**config.mk**
```make
export PLATFORM = sky130hd
export DESIGN_NAME = instr_mem_responder
export DESIGN_NICKNAME = d
export VERILOG_FILES = /design/src/rtl/instr_mem_responder.sv
export SDC_FILE = /design/constraint.sdc
export NUM_CORES = 2
export LEC_CHECK = 0
export CAP_MARGIN = 20
export CORE_MARGIN = 2
export CORE_UTILIZATION = 45
export DETAILED_ROUTE_END_ITERATION = 6
export PLACE_DENSITY = 0.67
export SYNTH_ARGS = -nofsm -noshare
export SYNTH_HDL_FRONTEND = slang
export SYNTH_SLANG_ARGS = --single-unit
```
**constraint.sdc**
```tcl
create_clock -name clk -period 10.92 [get_ports clk]
set_clock_uncertainty 0.05 [all_clocks]
set_input_delay 3.276 -clock clk [delete_from_list [all_inputs] [get_ports clk]]
set_output_delay 3.276 -clock clk [all_outputs]
set_load 0.05 [all_outputs]
```
**src/rtl/instr_mem_responder.sv**
```systemverilog
// Instruction-memory responder: zero-latency instruction fetch port plus a
// big-endian byte-stream loader that holds the CPU in reset until a program is loaded.
module instr_mem_responder #(
   parameter int ADDR_W = 8
) (
   input  logic              clk,
   input  logic              rst_n,
   input  logic [15:0]       progcntr,
   input  logic              fetch,
   output logic [15:0]       inst,
   output logic              oob_err,
   input  logic              ld_start,
   input  logic [ADDR_W:0]   ld_len,
   input  logic [7:0]        ld_byte,
   input  logic              ld_byte_valid,
   output logic              ld_byte_ready,
   output logic              ld_done,
   output logic [15:0]       ld_checksum,
   output logic              cpu_hold
);

   localparam int DEPTH = 2 ** ADDR_W;
   localparam logic [ADDR_W:0] DEPTH_LEN = (ADDR_W + 1)'(DEPTH);
   localparam logic [ADDR_W:0] LEN_ONE = (ADDR_W + 1)'(1);

   typedef enum logic [2:0] {BOOT, IDLE, LOAD_HI, LOAD_LO, DONE} state_t;

   state_t state, state_next;

   logic [15:0]       mem [DEPTH];
   logic [ADDR_W-1:0] waddr;
   logic [ADDR_W:0]   len;
   logic [ADDR_W:0]   count;
   logic [ADDR_W:0]   count_inc;
   logic [ADDR_W:0]   start_len;
   logic [7:0]        hi_byte;
   logic [15:0]       word;
   logic              start_ok;
   logic              hi_en;
   logic              wr_en;
   logic              in_range;
   logic              loading;

   assign start_len = (ld_len > DEPTH_LEN) ? DEPTH_LEN : ld_len;
   assign count_inc = count + LEN_ONE;
   assign word      = {hi_byte, ld_byte};
   assign in_range  = (progcntr[15:ADDR_W] == '0);
   assign loading   = (state == LOAD_HI) || (state == LOAD_LO);
   assign inst      = (fetch && in_range && !loading) ? mem[progcntr[ADDR_W-1:0]] : 16'h0000;
   assign ld_done   = (state == DONE);
   assign cpu_hold  = (state != IDLE);

   always_ff @(posedge clk or negedge rst_n) begin
      if (!rst_n) begin
         state <= BOOT;
      end else begin
         state <= state_next;
      end
   end

   always_comb begin
      state_next    = state;
      ld_byte_ready = 1'b0;
      start_ok      = 1'b0;
      hi_en         = 1'b0;
      wr_en         = 1'b0;
      case (state)
         BOOT, IDLE: begin
            if (ld_start) begin
               start_ok   = 1'b1;
               state_next = (start_len == '0) ? DONE : LOAD_HI;
            end
         end
         LOAD_HI: begin
            ld_byte_ready = 1'b1;
            if (ld_byte_valid) begin
               hi_en      = 1'b1;
               state_next = LOAD_LO;
            end
         end
         LOAD_LO: begin
            ld_byte_ready = 1'b1;
            if (ld_byte_valid) begin
               wr_en      = 1'b1;
               state_next = (count_inc == len) ? DONE : LOAD_HI;
            end
         end
         DONE: begin
            state_next = IDLE;
         end
         default: begin
            state_next = BOOT;
         end
      endcase
   end

   // Loader bookkeeping; len is clamped to depth so waddr can never wrap.
   always_ff @(posedge clk or negedge rst_n) begin
      if (!rst_n) begin
         waddr       <= '0;
         count       <= '0;
         len         <= '0;
         hi_byte     <= '0;
         ld_checksum <= '0;
         oob_err     <= 1'b0;
      end else begin
         if (start_ok) begin
            len         <= start_len;
            waddr       <= '0;
            count       <= '0;
            ld_checksum <= '0;
         end
         if (hi_en) begin
            hi_byte <= ld_byte;
         end
         if (wr_en) begin
            waddr       <= waddr + 1'b1;
            count       <= count_inc;
            ld_checksum <= ld_checksum + word;
         end
         if (fetch && !in_range) begin
            oob_err <= 1'b1;
         end
      end
   end

   always_ff @(posedge clk) begin
      if (wr_en) begin
         mem[waddr] <= word;
      end
   end

endmodule

```
== Yosys cells after proc, flatten, opt, wreduce, memory -nomap -nowiden ==
Memory sizes are Yosys's and may differ from the RTL's.
Cells that the tools add are included.

* Register bits: 54
* RAM bits: 4096
* Bits of input ports: 38
* Output and inout port bits: 36
* Logic and storage cells: 56
* Memories kept: 1

{| class="wikitable"
|+ Memories
! memory !! depth !! bits a word !! read ports !! clocked after Yosys merged registers in !! write ports !! RTL line !! RTL
|-
| mem || 256 || 16 || 1 || 0 || 1 || 30 || <nowiki>logic [15:0] mem [DEPTH];</nowiki>
|}

* Add/sub/neg operators: 3
* $lt $le $gt $ge: 1
* Eq/ne operators: 9
* Muxes and demuxes: 22
* Reduce and logical (&&, ||, !) cells: 13

{| class="wikitable"
|+ Operators with widths
! cell !! count
|-
| $mux 16 || 3
|-
| $mux 9 || 3
|-
| $add 16x16->16 || 1
|-
| $mux 8 || 2
|-
| $mux 3 || 5
|-
| $pmux 3 s4 || 1
|-
| $add 9x1->9 const B || 1
|-
| $eq 9x9->1 || 1
|-
| $gt 9x9->1 const B || 1
|-
| $logic_not 9->1 || 1
|-
| $add 8x1->8 const B || 1
|-
| $logic_not 8->1 || 1
|-
| $mux 1 || 8
|-
| $eq 3x2->1 const B || 2
|-
| $ne 2x2->1 const B || 3
|-
| $reduce_or 2->1 || 2
|-
| $eq 3x1->1 const B || 1
|-
| $eq 3x3->1 const B || 1
|-
| $logic_and 1x1->1 || 3
|-
| $logic_not 3->1 || 1
|-
| $ne 3x1->1 const B || 1
|-
| $reduce_and 3->1 || 1
|-
| $logic_not 1->1 || 2
|-
| $reduce_bool 2->1 || 1
|-
| $logic_or 1x1->1 || 1
|}

== Depth between registers and ports, before layout ==
* Word-level depth: 6
* Depth in mapped cells: 12
* Mapped depth without buffers: 9

== Least setup slack after synthesis ==
OpenSTA, ideal clock, no wires.

* Path kind: in2out
* From: input progcntr[0]
* To: output inst[11]
* Data arrival time: 5.946 ns
* Data required time: 7.594 ns
* Slack: 1.648 ns
* Cell stages on the path: 9
* Buffers on the path: 5
* Path through: buf_2 buf_6 buf_4 buf_2 buf_2 mux4_2 mux4_2 o22ai_1 o211ai_1

* Cells in the longest elaborated chain, start to end: 2

{| class="wikitable"
|+ RTL lines
! item !! RTL line !! RTL
|-
| start, declared || 8 || <nowiki>input logic [15:0] progcntr,</nowiki>
|-
| $mem_v2 256x16 || n/a ||
|-
| $mux 16 || 49 || <nowiki>assign inst = (fetch && in_range && !loading) ? mem[progcntr[ADDR_W-1:0]] : 16'h0000;</nowiki>
|-
| end, declared || 10 || <nowiki>output logic [15:0] inst,</nowiki>
|}

No other way between the ends.

== Worst setup path after layout ==
* From: input progcntr[6]
* To: output inst[1]

The elaborated chain is that of the path after synthesis.

==> flow_summary.yaml <==
floorplan:
  core_um2: 353000
  die_x_um: 600
  start_util_pct: 45.2
  io_pins: 74
  rows: 218
  die_y_um: 600
  die_area_um2: 359000
global_route:
  grt.total_usage_pct: 21.9
  grt_overflow_total: 0
  antenna_found_initial: 13
  grt_pass1_wl_um: 563000
  grt_max_degree: 229
  grt_pass1_vias: 75700
pwr:
  p_int_mw: 27.4
  power_switching_mw: 8.47
  leakage_nw: 57.2
  p_clk_share_pct: 38.0
  combPwrFrac_pct: 8.6
  switching_share_pct: 23.6
  power_frac_seq_pct: 53.4
  powerDensity_nw_per_um2: 196
  peakVddDrop_mv: 0.192
clock_network:
  cts_setup_buffers: 0
  cts_buffers: 402
  cts_root_buf: "clkbuf_16"
  clk_path_buf_depth: 4
  clkTransAtPathRegs_ps: 60
  cts.htree.levels: 5
  cts_tree: "built"
  cts.sinks: 4150
  ctsResizeCount: 1
  ctsHoldBuffers: 0
  clock_latency_ps: 940
timing:
  setup_viol: 0
  max_freq_mhz: 92.4
  report.final.slew_viol_count: 0
  final.setup.tns_ps: 0
  relSlewSlack_pct: 20.8
  period_needed_ps: 10820
  grt_setup_unrepaired: "false"
  worst_pin_slew_ps: 1190
  hold_viol_final: 0
  timing.final.ws_setup_ps: 103
  period_share_pct: 99.1
min_path:
  hold_depth: 1
  hold_path.class: "reg -> reg"
finish:
  instances_no_fill: 12500
  nFillCells: 26700
  multi_input_area_um2: 33700
  nets: 7458
  drive_above_1_share_pct: 32.0
  fin_area_um2: 183000
  seq_area_um2: 124000
  final_util_pct: 51.8
  area_growth_pct: 14.5
synthesis:
  async_flop_share_pct: 1.30
  syn_nets: 6820
  synth_area_leaders: "edfxtp_1, mux4_2, dfrtp_1"
  yosysSeqAreaShare_pct: 77.9
  synth_cells: 6761
  syn_area_per_cell_um2: 23.6
  yosys_register_bits: 4150
  yosys_most_used_dff: "edfxtp_1"
  netlist_area_um2: 160000
  yosys.area.top_type: "edfxtp_1"
  synth_edf_count: 4096
  yosysUniqueCellTypes: 49
  synth.top_cell.area_share_pct: 77.1
  yosys_warnings: 0
detailed_routing:
  antenna_left: 0
  dr.pass1.iters: 6
  routed_via_density: 6.06
  wl_per_cell_um: 31.8
  drtIter0Drc: 10600
  vias: 75500
  wl_um: 396000
  drc: 0
place:
  gp_congestion: 0.833
  dp_slack_ps: -226
  io_buffer_count: 73
  hpwl_um: 235000
  post_dp_cell_area_um2: 170000
  dp_cells: 11700
worst_setup_path:
  crit_buf_inv: 4
  end_kind: "output port"
  cpMostUsedCell: "buf_4"
  slowest_stage: "clkdlybuf4s50_1"
  worst-path-max-fanout: 14
  reg2reg_depth: 7
  path_class: "in -> out"
  cp-start-kind: "input port"
  crit_family: "compound AO/OA/AOI/OAI gates"
  cp_num_cells: 10
  cp_cell_sequence: "clkdlybuf4s50_1 -> nor2b_1 -> nand2_1 -> o22ai_1 -> nor4_1 -> buf_2 -> buf_4 -> a31oi_1 -> o211ai_1 -> buf_4"
  critical_path_arrival_ps: 7490
  required_ps: 7590
  cpPeakStageDelay_ps: 710
outcome:
  outcome: "finished, final reports clean"
run:
  cap_violations: 0
==> routing by layer <==
metal | track usage, % | up-vias | share of wire [%]
li1 | - | 30300 | -
met1 | 30.5 | 40800 | 39
met2 | 35.6 | 3796 | 49
met3 | 4.00 | 620 | 9.0
met4 | 6.75 | 0 | 3.4
met5 | 0 | - | 0
==> per-stage QoR <==
step	hold slack, ps	power [mW]
finish	416	35.9
global route	440	36.9
CTS	421	36.0
detailed placement	406	22.5
global placement	399	22.4
floorplan	415	21.3
==> sequential cells by signal, summed over array words and instances, names as in the netlist <==
name and flops:
mem 4096, count 9, ld_checksum 16, state 3, len 9, oob_err 1, waddr 8, hi_byte 8
==> synthesized netlist by cell type, types with 7 or more instances <==
master / number
edfxtp_1: 4096
a22oi_1: 49
o21ai_0: 44
nor4_1: 25
ha_1: 20
clkbuf_1: 168
mux2_2: 43
buf_4: 50
a31oi_1: 15
nor2_1: 337
nand2b_1: 14
o22ai_1: 84
dfrtp_1: 54
mux2i_1: 116
buf_1: 36
a21oi_1: 20
mux4_2: 1206
nor2b_1: 8
xor2_1: 13
nand2_1: 76
nand3_1: 34
o211ai_1: 24
buf_2: 103
inv_1: 8
or4_1: 8
xnor2_1: 9
nand4_1: 7
buf_6: 15
nor3_1: 21
a22o_1: 10
==> power by group through the flow <==
stage	Clock [mW]	Sequential [mW]	Combinational (mW)
floorplan	0	20.1	1.15
global placement	0	19.5	2.88
detailed placement	0	19.5	3.02
CTS	13.8	19.2	3.03
global route	14.4	19.2	3.28
finish	13.6	19.2	3.08
==> logic make-up after synthesis <==
logic type      after synthesis  share of synthesized area, %
flops                      4150                          77.9
mux                        1365                          18.0
simple gates                551                          1.48
buf+inv                     380                          1.16
compound gates              272                          1.12
xor+xnor                     22                         0.121
fa+ha+maj                    21                         0.169
==> cell usage in the layout (no fill, tap or decap), types with 10 or more instances in the layout <==
master,count
a21oi_1,19
a22o_1,10
a22oi_1,49
a31oi_1,15
buf_12,74
buf_4,456
buf_8,17
bufinv_16,36
clkbuf_1,75
clkbuf_16,404
clkdlybuf4s50_1,44
clkinv_1,92
clkinv_2,79
clkinvlp_4,16
dfrtp_1,46
edfxtp_1,4096
ha_1,20
mux2_2,43
mux2i_1,116
mux4_2,1206
nand2_1,75
nand2b_1,12
nand3_1,26
nor2_1,270
nor2_2,65
nor3_1,19
nor4_1,24
o211ai_1,24
o21ai_0,44
o22ai_1,84
xor2_1,13
==> worst register-to-register path: stages (launching register included) <==
cell	delay (ps)
dfrtp_1	430
nand2b_1	260
nor2_4	300
buf_4	510
nand4_1	810
buf_4	530
nor2_1	760
buf_4	330
==> worst paths after layout <==
| path | startpoint | endpoint | slack (ps) |
|---|---|---|---|
| worst min register to register | oob_err$_DFFE_PN0P_ | oob_err$_DFFE_PN0P_ | 420 |
| worst min-delay path | oob_err$_DFFE_PN0P_ | oob_err$_DFFE_PN0P_ | 420 |
| min in group asynchronous | rst_n | state[1]$_DFFE_PN0P_ | 2450 |
| max in group asynchronous | rst_n | hi_byte[7]$_DFFE_PN0P_ | 7750 |
| worst max register to register | state[2]$_DFFE_PN0P_ | mem[174][3]$_DFFE_PP_ | 6660 |
| worst max-delay path | progcntr[6] | inst[1] | 100 |
==> area by class of cell <==
| class | instances | share of cell area [%] |
|---|---|---|
| Sequential cell | 4150 | 68.1 |
| Multi-Input combinational cell | 2231 | 18.4 |
| Clock buffer | 482 | 5.71 |
| Tap cell | 4730 | 3.24 |
| Timing Repair Buffer | 606 | 3.22 |
| Clock inverter | 252 | 1.34 |
| Inverter | 8 | 0.0164 |
| Antenna cell | 3 | 0.00411 |
No activity file was read; power rests on OpenSTA's default activity.
